<file path="src/rtl/pipe_ctrl_n_pkg.sv">
`default_nettype none
// ============================================================================
//  Module   : pipe_ctrl_n_pkg
//  Purpose  : Shared encodings for the N-stage pipeline controller:
//             FSM state codes, redirect-cause codes and the STALL_ALL macro.
//  Revision : 1.0  initial release
// ============================================================================

`ifndef STALL_ALL
`define STALL_ALL(n) {(n){1'b1}}
`endif

package pipe_ctrl_n_pkg;

    // FSM state codes
    localparam logic [0:0] ST_HOLD = 1'b0;
    localparam logic [0:0] ST_RUN  = 1'b1;

    typedef enum logic [0:0] {
        S_HOLD = ST_HOLD,
        S_RUN  = ST_RUN
    } state_e;

    // Redirect cause codes, in no particular priority order
    localparam logic [1:0] CAUSE_NONE = 2'd0;
    localparam logic [1:0] CAUSE_TRAP = 2'd1;
    localparam logic [1:0] CAUSE_JUMP = 2'd2;
    localparam logic [1:0] CAUSE_IRQ  = 2'd3;

    typedef logic [1:0] cause_t;

    // Trap and jump come from the redirect stage itself and squash older work;
    // an interrupt only ever fires on a fully idle pipe.
    function automatic logic is_ctl_redirect(input cause_t cause);
        return (cause == CAUSE_TRAP) || (cause == CAUSE_JUMP);
    endfunction

endpackage

`default_nettype wire

</file>
<file path="src/rtl/pipe_ctrl_n_stall_vec_gen.sv">
`default_nettype none
// ============================================================================
//  Module   : pipe_ctrl_n_stall_vec_gen
//  Purpose  : Combinational stall/bubble vector generator. A stall request
//             from stage k holds every register at or before k; a bubble is
//             inserted into the first register that is free to advance.
//  Revision : 1.0  initial release
// ============================================================================

module pipe_ctrl_n_stall_vec_gen #(
    parameter int NUM_STAGES = 6
) (
    input  logic [NUM_STAGES-1:0] req_i,
    input  logic                  hold_all_i,
    output logic [NUM_STAGES-1:0] stall_o,
    output logic [NUM_STAGES-1:0] bubble_o
);

    logic [NUM_STAGES-1:0] w_suffix;

    // Suffix-OR: register i holds if any stage at or after i requests a stall
    for (genvar gi = 0; gi < NUM_STAGES; gi++) begin : g_suffix
        assign w_suffix[gi] = |req_i[NUM_STAGES-1:gi];
    end

    assign stall_o = hold_all_i ? `STALL_ALL(NUM_STAGES) : w_suffix;

    // A bubble goes where a held register feeds one that is moving
    for (genvar gi = 0; gi < NUM_STAGES; gi++) begin : g_bubble
        if (gi == 0) begin : g_first
            assign bubble_o[gi] = 1'b0;
        end else begin : g_rest
            assign bubble_o[gi] = stall_o[gi-1] & ~stall_o[gi];
        end
    end

endmodule

`default_nettype wire

</file>
<file path="src/rtl/pipe_ctrl_n.sv">
`default_nettype none
// ============================================================================
//  Module   : pipe_ctrl_n
//  Purpose  : N-stage pipeline controller. Produces per-register stall and
//             bubble vectors, the PC redirect (trap > jump > interrupt),
//             a post-reset fetch hold, precise interrupt injection with EPC
//             capture, and a sticky stall watchdog.
//  Options  : PIPE_PERF_EN - enables the stall-cycle and flush performance
//             counters; without it the perf outputs are tied to zero.
//  Revision : 1.0  initial release
// ============================================================================

module pipe_ctrl_n
    import pipe_ctrl_n_pkg::*;
#(
    parameter int NUM_STAGES     = 6,
    parameter int ADDR_WIDTH     = 32,
    parameter int REDIRECT_STAGE = 3,
    parameter int RESET_HOLD     = 2,
    parameter int STALL_TIMEOUT  = 1024
) (
    input  logic                  clk_i,
    input  logic                  rst_i,
    input  logic [NUM_STAGES-1:0] stallreq_i,
    input  logic                  jump_enable_i,
    input  logic [ADDR_WIDTH-1:0] jump_addr_i,
    input  logic                  trap_req_i,
    input  logic [ADDR_WIDTH-1:0] trap_addr_i,
    input  logic                  irq_i,
    input  logic                  irq_en_i,
    input  logic [ADDR_WIDTH-1:0] irq_vec_i,
    input  logic [ADDR_WIDTH-1:0] exe_inst_addr_i,
    output logic [NUM_STAGES-1:0] stall_o,
    output logic [NUM_STAGES-1:0] bubble_o,
    output logic                  flush_o,
    output logic [ADDR_WIDTH-1:0] new_pc_o,
    output logic                  fetch_en_o,
    output logic                  irq_ack_o,
    output logic [ADDR_WIDTH-1:0] epc_o,
    output logic                  timeout_o,
    output logic [31:0]           perf_stall_cycles_o,
    output logic [31:0]           perf_flush_cnt_o
);

    localparam int                    c_wd_w       = $clog2(STALL_TIMEOUT + 1);
    localparam logic [c_wd_w-1:0]     c_wd_max     = c_wd_w'(STALL_TIMEOUT);
    localparam logic [3:0]            c_hold_last  = 4'(RESET_HOLD - 1);
    // Bits 0..REDIRECT_STAGE: registers at or before the redirect stage
    localparam logic [NUM_STAGES-1:0] c_older_mask =
        {NUM_STAGES{1'b1}} >> (NUM_STAGES - 1 - REDIRECT_STAGE);

    state_e                r_state;
    state_e                w_state_nxt;
    logic [3:0]            r_hold_cnt;
    logic                  r_irq_pend;
    logic [ADDR_WIDTH-1:0] r_epc;
    logic [c_wd_w-1:0]     r_wd_cnt;
    logic                  r_timeout;

    logic                  w_run;
    logic                  w_younger_busy;
    cause_t                w_cause;
    logic [NUM_STAGES-1:0] w_req_eff;
    logic [NUM_STAGES-1:0] w_stall;
    logic [NUM_STAGES-1:0] w_bubble;
    logic [ADDR_WIDTH-1:0] w_new_pc;

    assign w_run          = (r_state == S_RUN);
    assign w_younger_busy = |(stallreq_i & ~c_older_mask);

    // State register and reset-hold counter
    always_ff @(posedge clk_i) begin
        if (rst_i) begin
            r_state    <= S_HOLD;
            r_hold_cnt <= '0;
        end else begin
            r_state <= w_state_nxt;
            if (r_state == S_HOLD) begin
                r_hold_cnt <= r_hold_cnt + 4'd1;
            end
        end
    end

    // Next state: leave HOLD once the hold window has elapsed
    always_comb begin
        w_state_nxt = r_state;
        case (r_state)
            S_HOLD:  if (r_hold_cnt == c_hold_last) w_state_nxt = S_RUN;
            S_RUN:   w_state_nxt = S_RUN;
            default: w_state_nxt = S_HOLD;
        endcase
    end

    // Redirect arbitration: trap > jump > interrupt, only when nothing younger
    // than the redirect stage is stalled (the source re-asserts while held)
    always_comb begin
        w_cause  = CAUSE_NONE;
        w_new_pc = '0;
        if (w_run) begin
            if (!w_younger_busy && trap_req_i) begin
                w_cause = CAUSE_TRAP;
            end else if (!w_younger_busy && jump_enable_i) begin
                w_cause = CAUSE_JUMP;
            end else if (r_irq_pend && irq_en_i && (stallreq_i == '0)) begin
                w_cause = CAUSE_IRQ;
            end
        end
        case (w_cause)
            CAUSE_TRAP: w_new_pc = trap_addr_i;
            CAUSE_JUMP: w_new_pc = jump_addr_i;
            CAUSE_IRQ:  w_new_pc = irq_vec_i;
            default:    w_new_pc = '0;
        endcase
        // Older stages are being flushed, so their stall requests are moot
        w_req_eff = is_ctl_redirect(w_cause) ? (stallreq_i & ~c_older_mask) : stallreq_i;
    end

    pipe_ctrl_n_stall_vec_gen #(
        .NUM_STAGES (NUM_STAGES)
    ) u_stall_vec_gen (
        .req_i      (w_req_eff),
        .hold_all_i (!w_run),
        .stall_o    (w_stall),
        .bubble_o   (w_bubble)
    );

    // Pending interrupt latch and restart-PC capture on take
    always_ff @(posedge clk_i) begin
        if (rst_i) begin
            r_irq_pend <= 1'b0;
            r_epc      <= '0;
        end else begin
            r_irq_pend <= irq_i | (r_irq_pend & (w_cause != CAUSE_IRQ));
            if (w_cause == CAUSE_IRQ) begin
                r_epc <= exe_inst_addr_i;
            end
        end
    end

    // Stall watchdog: saturating run-length of fetch stalls, sticky flag
    always_ff @(posedge clk_i) begin
        if (rst_i) begin
            r_wd_cnt  <= '0;
            r_timeout <= 1'b0;
        end else if (w_run) begin
            if (w_stall[0]) begin
                if (r_wd_cnt != c_wd_max) begin
                    r_wd_cnt <= r_wd_cnt + 1'b1;
                    if (r_wd_cnt == c_wd_max - 1'b1) begin
                        r_timeout <= 1'b1;
                    end
                end
            end else begin
                r_wd_cnt <= '0;
            end
        end
    end

    assign stall_o    = w_stall;
    assign bubble_o   = w_bubble;
    assign flush_o    = (w_cause != CAUSE_NONE);
    assign new_pc_o   = w_new_pc;
    assign fetch_en_o = w_run;
    assign irq_ack_o  = (w_cause == CAUSE_IRQ);
    assign epc_o      = r_epc;
    assign timeout_o  = r_timeout;

`ifdef PIPE_PERF_EN
    logic [31:0] r_perf_stall;
    logic [31:0] r_perf_flush;

    // Free-running wrap-around performance counters
    always_ff @(posedge clk_i) begin
        if (rst_i) begin
            r_perf_stall <= '0;
            r_perf_flush <= '0;
        end else begin
            if (w_run && w_stall[0]) begin
                r_perf_stall <= r_perf_stall + 32'd1;
            end
            if (w_cause != CAUSE_NONE) begin
                r_perf_flush <= r_perf_flush + 32'd1;
            end
        end
    end

    assign perf_stall_cycles_o = r_perf_stall;
    assign perf_flush_cnt_o    = r_perf_flush;
`else
    assign perf_stall_cycles_o = '0;
    assign perf_flush_cnt_o    = '0;
`endif

endmodule

`default_nettype wire
</file>
<file path="config.mk">
export PLATFORM = sky130hd
export DESIGN_NAME = pipe_ctrl_n
export DESIGN_NICKNAME = d
export VERILOG_FILES = /design/src/rtl/pipe_ctrl_n_pkg.sv /design/src/rtl/pipe_ctrl_n_stall_vec_gen.sv /design/src/rtl/pipe_ctrl_n.sv
export SDC_FILE = /design/constraint.sdc
export NUM_CORES = 1
export LEC_CHECK = 0
export ABC_AREA = 1
export CAP_MARGIN = 10
export CELL_PAD_IN_SITES_DETAIL_PLACEMENT = 0
export CELL_PAD_IN_SITES_GLOBAL_PLACEMENT = 2
export CORE_MARGIN = 4
export CORE_UTILIZATION = 16
export DETAILED_ROUTE_END_ITERATION = 8
export HOLD_SLACK_MARGIN = 0.12
export PLACE_DENSITY = 0.95
export SYNTH_ARGS = -nofsm -noshare
export SYNTH_HDL_FRONTEND = slang
export SYNTH_HIERARCHICAL = 1
export SYNTH_SLANG_ARGS = --single-unit
export TNS_END_PERCENT = 10
</file>
<file path="constraint.sdc">
create_clock -name clk_i -period 6.12 [get_ports clk_i]
set_input_delay 0.918 -clock clk_i [delete_from_list [all_inputs] [get_ports clk_i]]
set_output_delay 0.918 -clock clk_i [all_outputs]
set_load 0.01 [all_outputs]
</file>
Yosys cells after proc, flatten, opt, wreduce, memory -nomap -nowiden
Cells that the tools add are included.

$mul: 0. Bitwise logic cells: 13. $lt $le $gt $ge: 0. Divide/modulo/power cells: 0. Multiplexer cells: 11. Eq/ne operators: 8. Add/subtract/negate cells: 2. Reduce and logical (&&, ||, !) cells: 16. Shift-type cells: 0.

Operators with widths (number): $pmux W32 S3 (1); $mux W11 (2); $add A11 B1 Y11 const B (1); $eq A11 B10 Y1 const B (1); $ne A11 B11 Y1 const B (1); $mux W2 (4); $and A1 B1 Y1 (6); $logic_not A6 Y1 (1); $mux W6 (1); $not A1 Y1 (6); $reduce_or A6 Y1 (1); $reduce_or A5 Y1 (1); $add A4 B1 Y4 const B (1); $eq A2 B2 Y1 const B (2); $eq A4 B1 Y1 const B (1); $logic_and A1 B1 Y1 (4); $mux W4 (1); $ne A2 B2 Y1 const B (2); $reduce_and A4 Y1 (1); $reduce_or A2 Y1 (2); $reduce_or A4 Y1 (1); $reduce_or A3 Y1 (1); $eq A2 B1 Y1 const B (1); $pmux W1 S2 (1); 6 further kinds (6).

Memory bits (writable): 0. Word-level logic and storage cells: 56. Output and inout bits: 144. Memories: 0. Bits of input ports: 140. Bits in latches: 0. Register bits: 50. ROM bits: 0.

Longest topological paths before layout
Gate-level depths: netlist of the first run.

Depth in word-level cells: 13. Gate-level depth with buffers: 18. Mapped depth without buffers: 18.

Cells and area by module
The synthesis of the first run kept the hierarchy.

Modules (own cells, without submodules): pipe_ctrl_n (times used 1, cells each 579, area each 3475.8 um^2, seq. area each 1001.0 um^2); pipe_ctrl_n_stall_vec_gen (times used 1, cells each 20, area each 100.1 um^2, seq. area each 0.0 um^2).

Worst setup path before layout of the first run
No wires, ideal clock.

Kind: in2out. Start point: input port stallreq_i[5]. End point: output port bubble_o[1]. Path slack: 3.037 ns. Arrival time: 2.165 ns. Data required time: 5.202 ns. Stages on the path: 11. Buffers on the path: 0. Path through: nor2_2 -> nand2_1 -> nor2_4 -> nor2_1 -> nor2_2 -> nand2_1 -> nand2_1 -> nor2_1 -> nor2_4 -> nand3_1 -> nor2_1.

Longest elaborated chain between the ends: 13. Elaborated cells between the ends (all ways): 19. Classes of those cells: 2 x eq/ne; 6 x mux; 2 x bitwise; 9 x reduce/logical.

Ends and longest elaborated chain: start, declared (RTL line pipe_ctrl_n.sv:24) `input logic [NUM_STAGES-1:0] stallreq_i,`; $logic_not A6 Y1 or $reduce_or A2 Y1 (tied branches) (RTL line pipe_ctrl_n.sv:104, pipe_ctrl_n.sv:69); $logic_and A1 B1 Y1 or $logic_not A1 Y1 (tied branches) (RTL line pipe_ctrl_n.sv:104, pipe_ctrl_n.sv:100, pipe_ctrl_n.sv:102); $mux W2 or $logic_and A1 B1 Y1 (tied branches) (RTL line pipe_ctrl_n.sv:104, pipe_ctrl_n.sv:102); $mux W2 (RTL line pipe_ctrl_n.sv:102) `end else if (!w_younger_busy && jump_enable_i) begin`; $mux W2 (*) (RTL line pipe_ctrl_n.sv:100) `if (!w_younger_busy && trap_req_i) begin`; $mux W2 (*) (RTL line pipe_ctrl_n.sv:99) `if (w_run) begin`; $eq A2 B1 Y1 or $eq A2 B2 Y1 (tied branches) (RTL line pipe_ctrl_n_pkg.sv:35) `return (cause == CAUSE_TRAP) || (cause == CAUSE_JUMP);`; $logic_or A1 B1 Y1 (*) (RTL line pipe_ctrl_n_pkg.sv:35); $mux W4 (*) (RTL line pipe_ctrl_n.sv:115) `w_req_eff = is_ctl_redirect(w_cause) ? (stallreq_i & ~c_older_mask) : stallreq_i;`; via w_req_eff[3] (RTL line pipe_ctrl_n.sv:63) `logic [NUM_STAGES-1:0] w_req_eff;`; $reduce_or A5 Y1 (*) (RTL line pipe_ctrl_n_stall_vec_gen.sv:23) `assign w_suffix[gi] = |req_i[NUM_STAGES-1:gi];`; $mux W6 (*) (RTL line pipe_ctrl_n_stall_vec_gen.sv:26) `` assign stall_o = hold_all_i ? `STALL_ALL(NUM_STAGES) : w_suffix; ``; via stall_o[1] (RTL line pipe_ctrl_n.sv:33) `output logic [NUM_STAGES-1:0] stall_o,`; $not A1 Y1 (*) (RTL line pipe_ctrl_n_stall_vec_gen.sv:33) `assign bubble_o[gi] = stall_o[gi-1] & ~stall_o[gi];`; $and A1 B1 Y1 (*) (RTL line pipe_ctrl_n_stall_vec_gen.sv:33); end, declared (RTL line pipe_ctrl_n.sv:34) `output logic [NUM_STAGES-1:0] bubble_o,`.

Mark *: on every way through the listed nets, which the timed path passes. The rest lies on a longest branch.

Final worst setup path of the first run
Start point: input port stallreq_i[4]. End point: output port stall_o[0].

Longest elaborated chain between the ends: 11. Elaborated cells between the ends (all ways): 16. Classes of those cells: 2 x eq/ne; 6 x mux; 8 x reduce/logical.

Ends and longest elaborated chain (RTL line): $logic_not A6 Y1 or $reduce_or A2 Y1 (tied branches) (pipe_ctrl_n.sv:104, pipe_ctrl_n.sv:69); $logic_and A1 B1 Y1 or $logic_not A1 Y1 (tied branches) (pipe_ctrl_n.sv:104, pipe_ctrl_n.sv:100, pipe_ctrl_n.sv:102); $mux W2 or $logic_and A1 B1 Y1 (tied branches) (pipe_ctrl_n.sv:104, pipe_ctrl_n.sv:102); $mux W2 (pipe_ctrl_n.sv:102); $mux W2 (*) (pipe_ctrl_n.sv:100); $mux W2 (*) (pipe_ctrl_n.sv:99); $eq A2 B1 Y1 or $eq A2 B2 Y1 (tied branches) (pipe_ctrl_n_pkg.sv:35); $logic_or A1 B1 Y1 (*) (pipe_ctrl_n_pkg.sv:35); $mux W4 (*) (pipe_ctrl_n.sv:115); via w_req_eff[3] (pipe_ctrl_n.sv:63); $reduce_or A6 Y1 (*) (pipe_ctrl_n_stall_vec_gen.sv:23); $mux W6 (*) (pipe_ctrl_n_stall_vec_gen.sv:26); end, declared (pipe_ctrl_n.sv:33).

Marks and branches as above.

==> results of run 1 <==
[sequential cells by signal, summed over array words and instances, names as in the netlist]
name,cells
r_irq_pend,1
timeout_o,1
r_wd_cnt,11
fetch_en_o,1
r_hold_cnt,4
epc_o,32
[cells by family after synthesis]
| kind of cell | synth area share (%) |
|---|---|
| adder cells (fa/ha/maj) | 1.40 |
| flip-flops | 28.0 |
| other | 0.210 |
| buffers and inverters | 24.3 |
| AND/OR/NAND/NOR | 42.5 |
| XOR/XNOR | 0.245 |
| AO/OA/AOI/OAI | 3.36 |
[how the worst max path moves through the flow]
stage	endpoint	slack (ns)	cells past startpoint
6_report	stall_o[0]	1.35	13
5_1_grt	stall_o[0]	1.11	13
4_1_cts	stall_o[0]	1.31	13
3_5_place_dp	stall_o[0]	1.32	13
3_3_place_gp	stall_o[0]	1.36	13
2_1_floorplan	bubble_o[1]	3.04	11
[layout make-up]
cell class,instances,area [um^2],area share (%)
Sequential cell,50,1000,16.9
Multi-Input combinational cell,456,1950,32.9
Tap cell,280,350,5.91
Clock inverter,2,12.5,0.211
Timing Repair Buffer,223,2220,37.5
Inverter,67,251,4.24
Clock buffer,6,139,2.34
[worst max-delay path: cells and delay by family]
kind	cells	cell delay [ns]
simple gates	8	1.03
compound gates	1	0.14
buf+inv	4	1.74
[layout by cell type (no fill, tap or decap)]
cell	n
nor2_1	106
ha_1	4
clkinvlp_4	1
nand4_4	1
dfxtp_1	50
nand3_1	73
nor4_1	1
o21ai_0	6
inv_1	64
and2_1	1
o21bai_1	2
a21oi_1	12
buf_4	5
nor3_1	2
nand2_1	168
nor2_2	3
clkbuf_16	5
nand4_1	6
clkbuf_8	1
clkinv_2	1
conb_1	65
inv_2	2
clkdlybuf4s50_1	218
a21oi_2	1
nor2_4	3
clkinv_1	1
xor2_1	1
a31oi_1	1
[metal layers]
layer | track usage (%) | vias up | share of wire [%]
met5 | 0 | - | 0.11
li1 | - | 2106 | -
met1 | 11.5 | 1710 | 41
met2 | 17.6 | 196 | 47
met3 | 2.97 | 7 | 11
met4 | 1.72 | 2 | 0.70
[power by group]
part	internal, mW	switching [mW]
sequential	0.333	0.0125
combinational	0.113	0.0902
clock	0.162	0.129
total	0.609	0.231
==> metrics.md, run 1 <==
| Metric | Value |
|---|---|
| Maximum vdd ir drop | `slightly above 0.09 mV` |
| Fin. Hold Viols | `0` |
| Number of cells on the worst hold path | `2` |
| Mapped Cells | `599` |
| Worst Setup End Kind | `primary output` |
| Top cells by area, synth | `dfxtp_1 28%, nand2_1 18%, buf_4 14%` |
| Top FF cell, synth | `dfxtp_1` |
| RSZ-0062 raised after global routing | `no` |
| Worst-Skew Late Latency | `about 0.29 ns` |
| Mapped Area | `3580 um^2` |
| Clk sink count | `50` |
| Initial antenna violation count | `1` |
| Global-route wire length before repair | `19,200 um` |
| Commonest cells post-synth | `168 x nand2_1, 106 x nor2_1, 73 x nand3_1, 65 x buf_4, 64 x inv_1` |
| Util after Layout | `27.1%` |
| CTS tree | `built` |
| GRT Residual Overflow | `0` |
| Netlist cell types | `26` |
| Fillers | `2,454` |
| Tmin final | `about 4.8 ns` |
| Synth Register Bits | `50` |
| Number of flops mapped to enable cells by yosys | `0` |
| Largest net degree at the start of global routing | `66` |
| Final period util | `78.0%` |
| R2R depth | `17` |
| Max Freq | `209 MHz` |
| Setup slack after layout | `about 1.3 ns` |
| Fraction of layout cells with a size suffix above 1 | `2.86%` |
| TritonCTS Buffers | `5` |
| # diodes | `0` |
| Post-DP HPWL | `~11,000 um` |
| Slew Limit Fails | `0` |
| P_leak | `2.63 nW` |
| Post-route DRC | `0` |
| First-iteration detailed-routing DRC count | `166` |
| Worst R2R End | `r_wd_cnt[4]` |
| Worst r2r src | `fetch_en_o` |
| Worst path slowest cell | `clkdlybuf4s50_1` |
| Total power draw | `0.840 mW` |
| Post-Route WL | `13,500 um` |
| GR Util All Layers | `approximately 9.8%` |
| Critical path arrival | `3.86 ns` |
| Port-buffer cells | `between 200 and 250` |
| Die area | `24,800 um^2` |
| CP Cell Sequence | `clkdlybuf4s50_1, nor2_2, nand2_1, nor2_2, buf_4, a21oi_2, buf_4, nand2_1, nand2_1, nor2_1, nor2_4, nand4_1, clkdlybuf4s50_1` |
| Boundary Pins | `284` |
| Worst EP required | `5.20 ns` |
| Leading area contributor after synthesis | `dfxtp_1` |
| Area grow syn2layout | `65.7%` |
| Max-Cap Viols | `0` |
| Fin Setup TNS | `0 ns` |
| Die width | `157 um` |
| Clk buf depth | `2` |
| Crit-path most repeated cell | `nand2_1` |
| Pre-CTS setup slack | `approximately 1.3 ns` |
| FFs w/ async S/R, synth | `0%` |
| Startpoint Class | `primary input` |
| Hold Crit Endpoint | `timeout_o` |
| Starting Density | `16.3%` |
| Reg2Reg Setup Slack | `2.46 ns` |
| Worst Path Max Fanout | `34` |
| Relative slew slack | `53.3%` |
| DP Cell Count | `around 1,100` |
| Crit Path Class | `primary input to primary output` |
| Seq/Total Area, Yosys | `28.0%` |
| Initial DRT Pass Iterations | `4` |
| Fin area | `roughly 5900 um^2` |
| Total number of vias | `4,021` |
| Resize count post-CTS | `0` |
| Syn avg cell area | `between 5 and 6 um^2` |
| H-Tree Depth | `2` |
| Dpl cell area | `around 5800 um^2` |
| Crit path launch | `stallreq_i[4]` |
| Top-count cell post-synth | `nand2_1` |
| Final ANT Viol Nets | `0` |
| RD Place Congestion | `0.741` |
| Max incr delay on CP | `0.58 ns` |
| Post-synth top area share | `28.0%` |
| Worst slew pin tran | `0.701 ns` |
| Core box area | `21,900 um^2` |
| # rows | `54` |
| Number of setup violations in the final report | `0` |
| DR WL/cell | `12.5 um` |
| PwrDens | `142 nW/um^2` |
| Min-Delay Startpoint | `timeout_o` |
| Hold Slack | `about 0.46 ns` |
| Root Buffer | `clkbuf_16` |
| Synthesis Warnings | `6` |
| HP Class | `flop to flop` |
| Final Non-Filler Cells | `1,084` |
| Die Y | `157 um` |
| Post-CTS Setup Inserts | `0` |
| Vias per cell | `3.71` |
| Hold_buf cts | `0` |
| Status | `finished, final reports clean` |
| Clock-pin slew on the worst setup and hold paths | `0.07 ns` |
| Number of global-route vias before repair | `3,696` |
| Layout Skew | `0.00568 ns` |
| Layout net count | `947` |
Power figures use the tool's default switching activity.
==> run 2, diff against run 1 <==
--- a/config.mk
+++ b/config.mk
@@ -10,10 +10,10 @@
 export CELL_PAD_IN_SITES_DETAIL_PLACEMENT = 0
 export CELL_PAD_IN_SITES_GLOBAL_PLACEMENT = 2
 export CORE_MARGIN = 4
-export CORE_UTILIZATION = 16
+export CORE_UTILIZATION = 15
 export DETAILED_ROUTE_END_ITERATION = 8
 export HOLD_SLACK_MARGIN = 0.12
-export PLACE_DENSITY = 0.95
+export PLACE_DENSITY = 0.91
 export SYNTH_ARGS = -nofsm -noshare
 export SYNTH_HDL_FRONTEND = slang
 export SYNTH_HIERARCHICAL = 1
==> constraint.sdc (replaced) <==
create_clock -name clk_i -period 4.6 [get_ports clk_i]
set_input_delay 0.69 -clock clk_i [delete_from_list [all_inputs] [get_ports clk_i]]
set_output_delay 0.69 -clock clk_i [all_outputs]
set_load 0.01 [all_outputs]
==> metrics.md, run 2 (same netlist as run 1, synthesis figures left out) <==
| Metric | Value |
|---|---|
| Cell Int Power | `around 0.8 mW` |
| Post-CTS Setup Inserts | `0` |
| Worst slew pin tran | `0.695 ns` |
| GRT Residual Overflow | `0` |
| Most frequent cells in the layout | `218 x clkdlybuf4s50_1, 168 x nand2_1, 106 x nor2_1` |
| Die width | `162 um` |
| Number of setup violations in the final report | `0` |
| Final ANT Viol Nets | `0` |
| Root Buffer | `clkbuf_16` |
| Comb power frac | `24.8%` |
| Worst Setup End Kind | `primary output` |
| Hold_buf cts | `0` |
| DP Cell Count | `1,115` |
| Port-buffer cells | `218` |
| PwrDens | `186 nW/um^2` |
| Fin. Hold Viols | `0` |
| Setup slack after layout | `roughly 0.85 ns` |
| Largest register FFs | `32` |
| Startpoint Class | `primary input` |
| Fraction of layout cells with a size suffix above 1 | `under 10%` |
| Slew Limit Fails | `0` |
| Resize count post-CTS | `0` |
| Switching power | `around 0.31 mW` |
| Post-route DRC | `0` |
| DR WL/cell | `12.1 um` |
| Critical path arrival | `3.06 ns` |
| Tmin final | `about 3.7 ns` |
| # diodes | `0` |
| Worst-Skew Late Latency | `0.29 ns` |
| Clk pwr share | `33.8%` |
| Clk buf depth | `2` |
| Final Non-Filler Cells | `1,123` |
| Number of global-route vias before repair | `~3,800` |
| Most common cell after layout, fill and taps aside | `clkdlybuf4s50_1` |
| Final period util | `81.4%` |
| Die Y | `approximately 160 um` |
| Relative slew slack | `53.6%` |
| Area grow syn2layout | `67.1%` |
| Largest net degree at the start of global routing | `66` |
| Max incr delay on CP | `0.56 ns` |
| CP Cell Sequence | `clkdlybuf4s50_1, nor2_2, nand2_1, nor2_4, nand4_4, inv_2, nand2_1, nand3_1, clkdlybuf4s50_1` |
| RSZ-0062 raised after global routing | `no` |
| Initial antenna violation count | `0` |
| Post-Route WL | `approximately 14,000 um` |
| Clock-pin slew on the worst setup and hold paths | `roughly 0.070 ns` |
| Vias per cell | `around 3.6` |
| Maximum vdd ir drop | `0.125 mV` |
| Global-route wire length before repair | `19,900 um` |
| Max-Cap Viols | `0` |
| Worst path slowest cell | `clkdlybuf4s50_1` |
| HP Class | `flop to flop` |
| Worst EP required | `3.91 ns` |
| Total number of vias | `around 4,100` |
| Worst Path Max Fanout | `33` |
| Starting Density | `roughly 15%` |
| Fin area | `5980 um^2` |
| Util after Layout | `25.5%` |
| # rows | `between 50 and 60` |
| Pre-CTS setup slack | `0.855 ns` |
| Sequential Power Share | `41.4%` |
| Die area | `about 26,000 um^2` |
| First-iteration detailed-routing DRC count | `128` |
| RD Place Congestion | `0.745` |
| Crit Path Class | `primary input to primary output` |
| Layout net count | `between 900 and 1,000` |
| TritonCTS Buffers | `5` |
| CTS tree | `built` |
| Layout Skew | `0.00570 ns` |
| Post-DP HPWL | `10,500 um` |
| Status | `finished, final reports clean` |
| GR Util All Layers | `9.32%` |
| Sw frac | `28.3%` |
| P_leak | `2.63 nW` |
| H-Tree Depth | `2` |
| Initial DRT Pass Iterations | `4` |
| Clk sink count | `50` |
| Dpl cell area | `5830 um^2` |
| Core box area | `23,500 um^2` |
| Fin Setup TNS | `0 ns` |
| Max Freq | `between 200 and 300 MHz` |
| Boundary Pins | `284` |
run 2: cell types whose count changed in the layout (fill, tap and decap cells not counted):
cell      before  now
a21oi_4        0    1
a21oi_2        1    0
clkinv_4       0    1
clkbuf_8       1    0
run 2: worst paths after layout:
kind | slack, ns | depth (start not counted) | start | to
worst max-delay path | 0.85 | 9 | stallreq_i[4] | new_pc_o[30]
worst min-delay path | 0.45 | 2 | timeout_o | timeout_o
worst max register to register | 1.45 | 15 | fetch_en_o | r_wd_cnt[4]
worst min register to register | 0.45 | 2 | timeout_o | timeout_o
run 2: layer usage:
metal,part of all wire [%],GRT usage (%)
met4,0.63,1.50
met2,45,16.1
met5,0,0
met3,13,3.80
met1,41,11.1
run 2: metrics by stage:
stage | hold WS [ns] | power, mW
floorplan | 0.455 | 0.604
global route | 0.470 | 1.17
finish | 0.451 | 1.11
global placement | 0.443 | 0.744
detailed placement | 0.445 | 0.744
CTS | 0.456 | 1.14
run 2: cell type report:
type	count	area [um^2]
fill	2620	17500
timing repair buffer	223	2220
multi-input combinational	456	1960
sequential	50	1000
tap	319	399
inverter	67	251
clock buffer	5	125
clock inverter	3	21.3
run 2: power by group through the flow:
| stage | combinational (mW) | sequential (mW) | clock (mW) |
|---|---|---|---|
| after floorplan | 0.142 | 0.462 | 0 |
| after global placement | 0.274 | 0.470 | 0 |
| after detailed placement | 0.274 | 0.470 | 0 |
| after CTS | 0.276 | 0.460 | 0.400 |
| after global routing | 0.298 | 0.463 | 0.413 |
| final | 0.275 | 0.460 | 0.375 |
run 2: worst max-delay path: cells and delay by family:
| family | cells | cell delay, ns |
|---|---|---|
| buffers and inverters | 3 | 1.56 |
| AND/OR/NAND/NOR | 6 | 0.79 |
